===== config.mk =====
export PLATFORM = sky130hd
export DESIGN_NAME = keypad_emulator
export DESIGN_NICKNAME = d
export VERILOG_FILES = /design/src/rtl/keypad_emulator.sv
export SDC_FILE = /design/constraint.sdc
export NUM_CORES = 1
export LEC_CHECK = 0
export BUFFER_PORTS_ARGS = -buffer_cell sky130_fd_sc_hd__buf_2
export CAP_MARGIN = 40
export CORE_MARGIN = 4
export CORE_UTILIZATION = 56
export CTS_CLUSTER_SIZE = 25
export DETAILED_ROUTE_END_ITERATION = 7
export HOLD_SLACK_MARGIN = 0.15
export PLACE_DENSITY = 0.84
export SLEW_MARGIN = 10
export SYNTH_ARGS = -nofsm -noshare
export SYNTH_HDL_FRONTEND = slang
export SYNTH_SLANG_ARGS = --single-unit

===== constraint.sdc =====
create_clock -name clk_in -period 2.3 [get_ports clk_in]
set_clock_uncertainty 0.1 [all_clocks]
set_input_delay 0.115 -clock clk_in [delete_from_list [all_inputs] [get_ports clk_in]]
set_output_delay 0.115 -clock clk_in [all_outputs]
set_load 0.02 [all_outputs]

===== src/rtl/keypad_emulator.sv =====
// Key side of a 4x4 row/column keypad scan: returns column lines for one injected
// keypress, with optional contact bounce on press and release.
module keypad_emulator #(
    parameter int BOUNCE_CYCLES = 8
) (
    input  logic        clk_in,
    input  logic        rst,
    input  logic [3:0]  keypad_rows,
    output logic [3:0]  keypad_cols,
    input  logic [3:0]  key_code,
    input  logic [15:0] hold_cycles,
    input  logic        bounce_en,
    input  logic        press_valid,
    output logic        press_ready,
    output logic        busy,
    output logic        done
);

    typedef enum logic [1:0] {
        IDLE,
        PRESS_BOUNCE,
        HOLD,
        RELEASE_BOUNCE
    } state_t;

    localparam logic [15:0] BOUNCE_LOAD = 16'(BOUNCE_CYCLES);

    state_t      state_reg;
    logic [15:0] count_reg;
    logic [1:0]  row_reg;
    logic [1:0]  col_reg;
    logic [15:0] hold_reg;
    logic        bounce_reg;
    logic [3:0]  cols_reg;
    logic        ready_reg;
    logic        busy_reg;
    logic        done_reg;

    logic        accept;
    logic        phase_odd;
    logic        contact;
    logic [15:0] hold_eff;

    assign accept    = press_valid && ready_reg;
    assign hold_eff  = (hold_cycles == 16'd0) ? 16'd1 : hold_cycles;
    // Phase index n = BOUNCE_CYCLES - count, so its parity needs no subtractor.
    assign phase_odd = BOUNCE_LOAD[0] ^ count_reg[0];

    always_comb begin
        contact = 1'b0;
        case (state_reg)
            PRESS_BOUNCE:   contact = phase_odd;
            HOLD:           contact = 1'b1;
            RELEASE_BOUNCE: contact = ~phase_odd;
            default:        contact = 1'b0;
        endcase
    end

    always_ff @(posedge clk_in) begin
        if (rst) begin
            state_reg  <= IDLE;
            count_reg  <= 16'd0;
            row_reg    <= 2'd0;
            col_reg    <= 2'd0;
            hold_reg   <= 16'd0;
            bounce_reg <= 1'b0;
            cols_reg   <= 4'b0000;
            ready_reg  <= 1'b0;
            busy_reg   <= 1'b0;
            done_reg   <= 1'b0;
        end else begin
            done_reg <= 1'b0;
            cols_reg <= (contact && keypad_rows[row_reg]) ? 4'(4'b0001 << col_reg) : 4'b0000;
            case (state_reg)
                IDLE: begin
                    if (accept) begin
                        row_reg    <= key_code[3:2];
                        col_reg    <= key_code[1:0];
                        hold_reg   <= hold_eff;
                        bounce_reg <= bounce_en;
                        ready_reg  <= 1'b0;
                        busy_reg   <= 1'b1;
                        if (bounce_en) begin
                            state_reg <= PRESS_BOUNCE;
                            count_reg <= BOUNCE_LOAD;
                        end else begin
                            state_reg <= HOLD;
                            count_reg <= hold_eff;
                        end
                    end else begin
                        ready_reg <= 1'b1;
                        busy_reg  <= 1'b0;
                    end
                end
                PRESS_BOUNCE: begin
                    if (count_reg == 16'd1) begin
                        state_reg <= HOLD;
                        count_reg <= hold_reg;
                    end else begin
                        count_reg <= count_reg - 16'd1;
                    end
                end
                HOLD: begin
                    if (count_reg == 16'd1) begin
                        if (bounce_reg) begin
                            state_reg <= RELEASE_BOUNCE;
                            count_reg <= BOUNCE_LOAD;
                        end else begin
                            state_reg <= IDLE;
                            count_reg <= 16'd0;
                            ready_reg <= 1'b1;
                            busy_reg  <= 1'b0;
                            done_reg  <= 1'b1;
                        end
                    end else begin
                        count_reg <= count_reg - 16'd1;
                    end
                end
                RELEASE_BOUNCE: begin
                    if (count_reg == 16'd1) begin
                        state_reg <= IDLE;
                        count_reg <= 16'd0;
                        ready_reg <= 1'b1;
                        busy_reg  <= 1'b0;
                        done_reg  <= 1'b1;
                    end else begin
                        count_reg <= count_reg - 16'd1;
                    end
                end
                default: begin
                    state_reg <= IDLE;
                    count_reg <= 16'd0;
                end
            endcase
        end
    end

    assign keypad_cols = cols_reg;
    assign press_ready = ready_reg;
    assign busy        = busy_reg;
    assign done        = done_reg;

endmodule


Word level (Yosys, flattened, before mapping)
Cells that the tools add are included.
{"block": "word_totals", "regBits": 46, "elab_cells": 65}
{"block": "classes", "addsub": 1, "n_lt_le_gt_ge": 1, "eq_ne": 9, "shifts": 1, "n_mux": 32, "n_bitwise": 2, "reduce_logical": 9}
{"operator": "$mux 16", "count": 6}
{"operator": "$pmux 16 s4", "count": 1}
{"operator": "$eq 16x1->1 const B", "count": 1}
{"operator": "$logic_not 16->1", "count": 1}
{"operator": "$sub 16x1->16 const B", "count": 1}
{"operator": "$mux 1", "count": 12}
{"operator": "$mux 2", "count": 6}
{"operator": "$ne 2x2->1 const B", "count": 5}
{"operator": "$pmux 1 s3", "count": 3}
{"operator": "$pmux 2 s4", "count": 1}
{"operator": "$reduce_and 4->1", "count": 2}
{"operator": "$eq 2x2->1 const B", "count": 2}
{"operator": "$mux 4", "count": 1}
{"operator": "$shl 1x2->4 const A", "count": 1}
{"operator": "$lt 2x3->1 const B", "count": 1}
{"operator": "$reduce_bool 3->1", "count": 1}
{"operator": "$bmux 1 s2", "count": 1}
{"operator": "$eq 2x1->1 const B", "count": 1}
{"operator": "$logic_and 1x1->1", "count": 2}
{"operator": "$logic_not 2->1", "count": 1}
{"operator": "$not 1->1", "count": 2}
{"operator": "$pmux 1 s2", "count": 1}
{"operator": "$reduce_and 2->1", "count": 1}
{"operator": "$reduce_or 2->1", "count": 1}

Logic depth before layout (Yosys ltp)
{"block": "depth", "ltp_word": 5, "depth_mapped": 8, "depth_no_buf": 7}

Least setup slack after synthesis
Ideal clock, no wire load.
{"block": "synth_timing", "kind": "register to register", "startpoint": "register count_reg[1]", "endpoint": "register count_reg[11]", "arrival_time_ns": 1.765, "required_ns": 2.126, "slack_ns": 0.361, "path_stages_with_launch": 8, "n_path_buf": 0, "period_less_slack_ns": 1.939, "path_cell_list": "dfxtp_1 > inv_1 > ha_1 > nor3b_1 > nand3_1 > nor3_2 > a22oi_1 > a31oi_1"}
{"block": "synth_via", "elab_chain_len": 3}
{"element": "start, declared", "line_no": "29", "text": "logic [15:0] count_reg;"}
{"element": "start signal, assigned", "line_no": "88", "text": "count_reg <= hold_eff;"}
{"element": "start signal, assigned", "line_no": "98", "text": "count_reg <= hold_reg;"}
{"element": "start signal, assigned", "line_no": "100", "text": "count_reg <= count_reg - 16'd1;"}
{"element": "$sub 16x1->16 or $eq 16x1->1 (tied branches)"}
{"element": "$mux 16 (on tied branches)", "line_no": "120, 104, 96"}
{"element": "$pmux 16 s4 (*)", "line_no": "74", "text": "case (state_reg)"}
Every way passes the cells marked *; elsewhere a longest branch is shown, timed or not.
A chain may end at the register's enable or synchronous reset.

Final worst setup path
{"block": "layout_timing", "startpoint": "register state_reg[0]", "endpoint": "register hold_reg[7]"}
{"block": "layout_via", "elab_chain_len": 2}
{"element": "start, declared", "line_no": "28", "text": "state_t state_reg;"}
{"element": "start signal, assigned", "line_no": "61", "text": "state_reg <= IDLE;"}
{"element": "start signal, assigned", "line_no": "84", "text": "state_reg <= PRESS_BOUNCE;"}
{"element": "start signal, assigned", "line_no": "87", "text": "state_reg <= HOLD;"}
{"element": "$logic_not 2->1", "line_no": "74"}
{"element": "$reduce_and 2->1 (no line)"}
{"element": "end signal, assigned", "line_no": "79", "text": "hold_reg <= hold_eff;"}
{"element": "end, declared", "line_no": "32", "text": "logic [15:0] hold_reg;"}
Every way passes these cells.

==> flow_metrics.tcl <==
set metrics [dict create \
    arrival_ns 2.29 \
    synth_area_per_cell_um2 8.00 \
    max_freq_mhz 466 \
    leakage_nw 1.21 \
    ys_seq_elements 46 \
    numCtsBuffers 5 \
    drc 0 \
    multi_input_area_um2 1380 \
    setup_violations 0 \
    clock_path_buffers 2 \
    design_area_um2 3060 \
    cts_tree "built" \
    path_cells "buf_4 > or2_2 > nor2_4 > buf_6 > nand2_1 > a21oi_1 > dlygate4sd3_1" \
    cp-end-kind "flop" \
    synthTopCellsByArea "dfxtp_1 (39%), nand2_1 (9.5%), a21oi_1 (6.3%)" \
    dpl_cell_area_um2 2660 \
    cts_max_level 2 \
    ys_seq_area_share_pct 38.7 \
    synth-async-reset-ratio_pct 0 \
    hold_viol 0 \
    syn_inst 297 \
    critPathLaunch "state_reg[0]$_SDFFE_PP0P_" \
    period_minus_slack_ns 2.15 \
    slowest_stage "dlygate4sd3_1" \
    reg2reg_slack_ns 0.15 \
    p_per_area_nw_per_um2 820 \
    worstRegToRegCells 7 \
    rr_startpoint "state_reg[0]$_SDFFE_PP0P_" \
    yosysUniqueCellTypes 55 \
    yosysWarnings 0 \
    io_pins 35 \
    critPathTopFamily "buffers and inverters" \
    status "finished, final reports clean" \
    path_buf_inv 3 \
    hp-class "primary input to flop" \
    grt-ovfl-total 0 \
    drive_gt1_share_pct 18.5 \
    peakVddDrop_mv 0.577 \
    clkTransAtPathRegs_ns 0.08 \
    slew_violations 0 \
    synth_nets 327 \
    wl_per_cell_um 19.0 \
    period_share_pct 93.4 \
    root_buffer "clkbuf_8" \
    rows 23 \
    netlist_area_um2 2380 \
    nets 396 \
    die-area_um2 5350 \
    dr.pass1.iters 6 \
    yosys-top-cells-count "nand2_1 (60), dfxtp_1 (46), a21oi_1 (30)" \
    max-slew-margin-rel_pct 37.3 \
    r2r_end "hold_reg[7]$_SDFFE_PP0P_" \
    dieHeight_um 73.2 \
    fp.coreArea_um2 4060 \
    antenna_found_initial 0 \
    path_class "flop to flop" \
    syn2layout_area_growth_pct 28.7 \
    fill_cells 281 \
    ant_nets 0 \
    rsz0062_at_grt "false" \
    clk_latency_ns 0.30 \
    post-cts-setup-buffers 0 \
    startpoint_type "flop" \
    path_max_fanout 12 \
    worst_pin_slew_ns 0.934 \
    viasPerCell 6.58 \
    seq_area_um2 921 \
    cp_num_cells 7 \
    grt_pass1_vias 2525 \
    synth_edf_count 0 \
    synth.top_cell.area_share_pct 38.7 \
    initial_utilization_pct 58.6 \
    wl_um 7950 \
    grt_max_degree 24 \
    synth_top_cell_by_area "dfxtp_1" \
    cp.required_ns 2.45 \
    cp-endpoint "hold_reg[7]$_SDFFE_PP0P_" \
    track_usage_pct 30.7 \
    grt_pass1_wl_um 12600 \
    dp_hpwl_um 5050 \
    cap_violations 0 \
    crit_path_max_incr_delay_ns 0.56 \
    gp_congestion 1.03 \
    setup-tns-final_ns 0 \
    die_w_um 73.2 \
    synth_flop_cell "dfxtp_1" \
    port_buffers 34 \
    vias 2749 \
    synth_most_common_cell "nand2_1" \
    drtIter0Drc 390 \
    cts_sinks 46 \
]
cell families after synthesis:
family                   share of synthesized area, %
AO/OA/AOI/OAI                                    24.1
flip-flops                                       38.7
adder cells (fa/ha/maj)                          1.05
buffers and inverters                            3.63
XOR/XNOR                                         2.21
AND/OR/NAND/NOR                                  28.4
multiplexers                                     1.84
worst min path at each step:
stage | cells past startpoint | from | end | slack [ns]
3_5_place_dp | 3 | key_code[2] | row_reg[0]$_SDFFE_PP0P_ | 0.26
3_3_place_gp | 3 | key_code[0] | col_reg[0]$_SDFFE_PP0P_ | 0.26
6_report | 5 | press_valid | count_reg[14]$_SDFFE_PP0N_ | 0.33
2_1_floorplan | 2 | hold_cycles[10] | hold_reg[10]$_SDFFE_PP0P_ | 0.15
5_1_grt | 4 | press_valid | state_reg[0]$_SDFFE_PP0P_ | 0.34
4_1_cts | 4 | press_valid | count_reg[4]$_SDFFE_PP0N_ | 0.29
stage by stage:
stage                     hold WS, ns  instances  setup WS (ns)  utilization [%]  power (mW)
after detailed placement        0.264        380          0.251             65.6        1.90
after CTS                       0.289        416         0.0799             74.9        2.46
after global routing            0.337        417        0.00799             75.3        2.63
after global placement          0.256        380          0.251             65.6        1.90
final                           0.332        418          0.153             75.4        2.51
after floorplan                 0.151        297          0.361                -        1.61
layer usage:
layer | global-route usage (%) | wire length [um] | vias to the layer above
li1 | - | - | 1237
met3 | 6.47 | 943 | 23
met2 | 45.5 | 3620 | 216
met4 | 14.1 | 200 | 0
met5 | 0 | 0 | -
met1 | 42.4 | 3190 | 1273
power breakdown:
group | internal [mW] | total, mW | leakage [nW] | switching (mW)
combinational | 0.423 | 0.994 | 0.783 | 0.572
clock | 0.242 | 0.524 | 0.0472 | 0.282
sequential | 0.882 | 0.992 | 0.375 | 0.110
worst reg2reg max path, cell delays in order (launching register included):
cell and delay [ns]:
dfxtp_1 0.33, buf_4 0.17, or2_2 0.37, nor2_4 0.17, buf_6 0.19, nand2_1 0.08, a21oi_1 0.11, dlygate4sd3_1 0.56
final cells by class:
| cell class | count | share of cell area, % |
|---|---|---|
| well taps | 50 | 2.04 |
| diodes | 1 | 0.0818 |
| repair buffers | 79 | 18.9 |
| clock buffers | 6 | 2.70 |
| clock inverters | 2 | 0.409 |
| inverters | 5 | 0.613 |
| flip-flops and latches | 46 | 30.1 |
| multi-input cells | 229 | 45.1 |
cell usage in the layout, fill, tap and decap left out, types with 3 or more instances in the layout:
master / synthesis / final
nor4b_1: 4 / 4
or4_1: 3 / 3
xnor2_1: 3 / 3
a211oi_1: 5 / 5
a21oi_1: 30 / 30
dfxtp_1: 46 / 46
dlygate4sd3_1: 0 / 28
nor2_1: 15 / 13
a22o_1: 3 / 3
nand2_1: 60 / 60
nor2b_1: 3 / 3
nand3_1: 4 / 4
buf_2: 3 / 35
or3_1: 4 / 4
o21ai_0: 11 / 11
a221oi_1: 3 / 3
a31oi_1: 8 / 8
nand4_1: 3 / 3
nor3_1: 13 / 13
o22ai_1: 3 / 3
nor4_1: 4 / 4
a32o_1: 3 / 3
and3_1: 3 / 3
buf_4: 0 / 15
inv_1: 5 / 5
xor2_1: 3 / 3
clkbuf_8: 0 / 6
nor3b_1: 3 / 3
repair_timing:
item	CTS	global route
setup endpoints to repair	0	6
hold endpoints to repair	32	0
resized for setup	0	4
hold buffers	28	0
(Power assumes the default switching activity.)
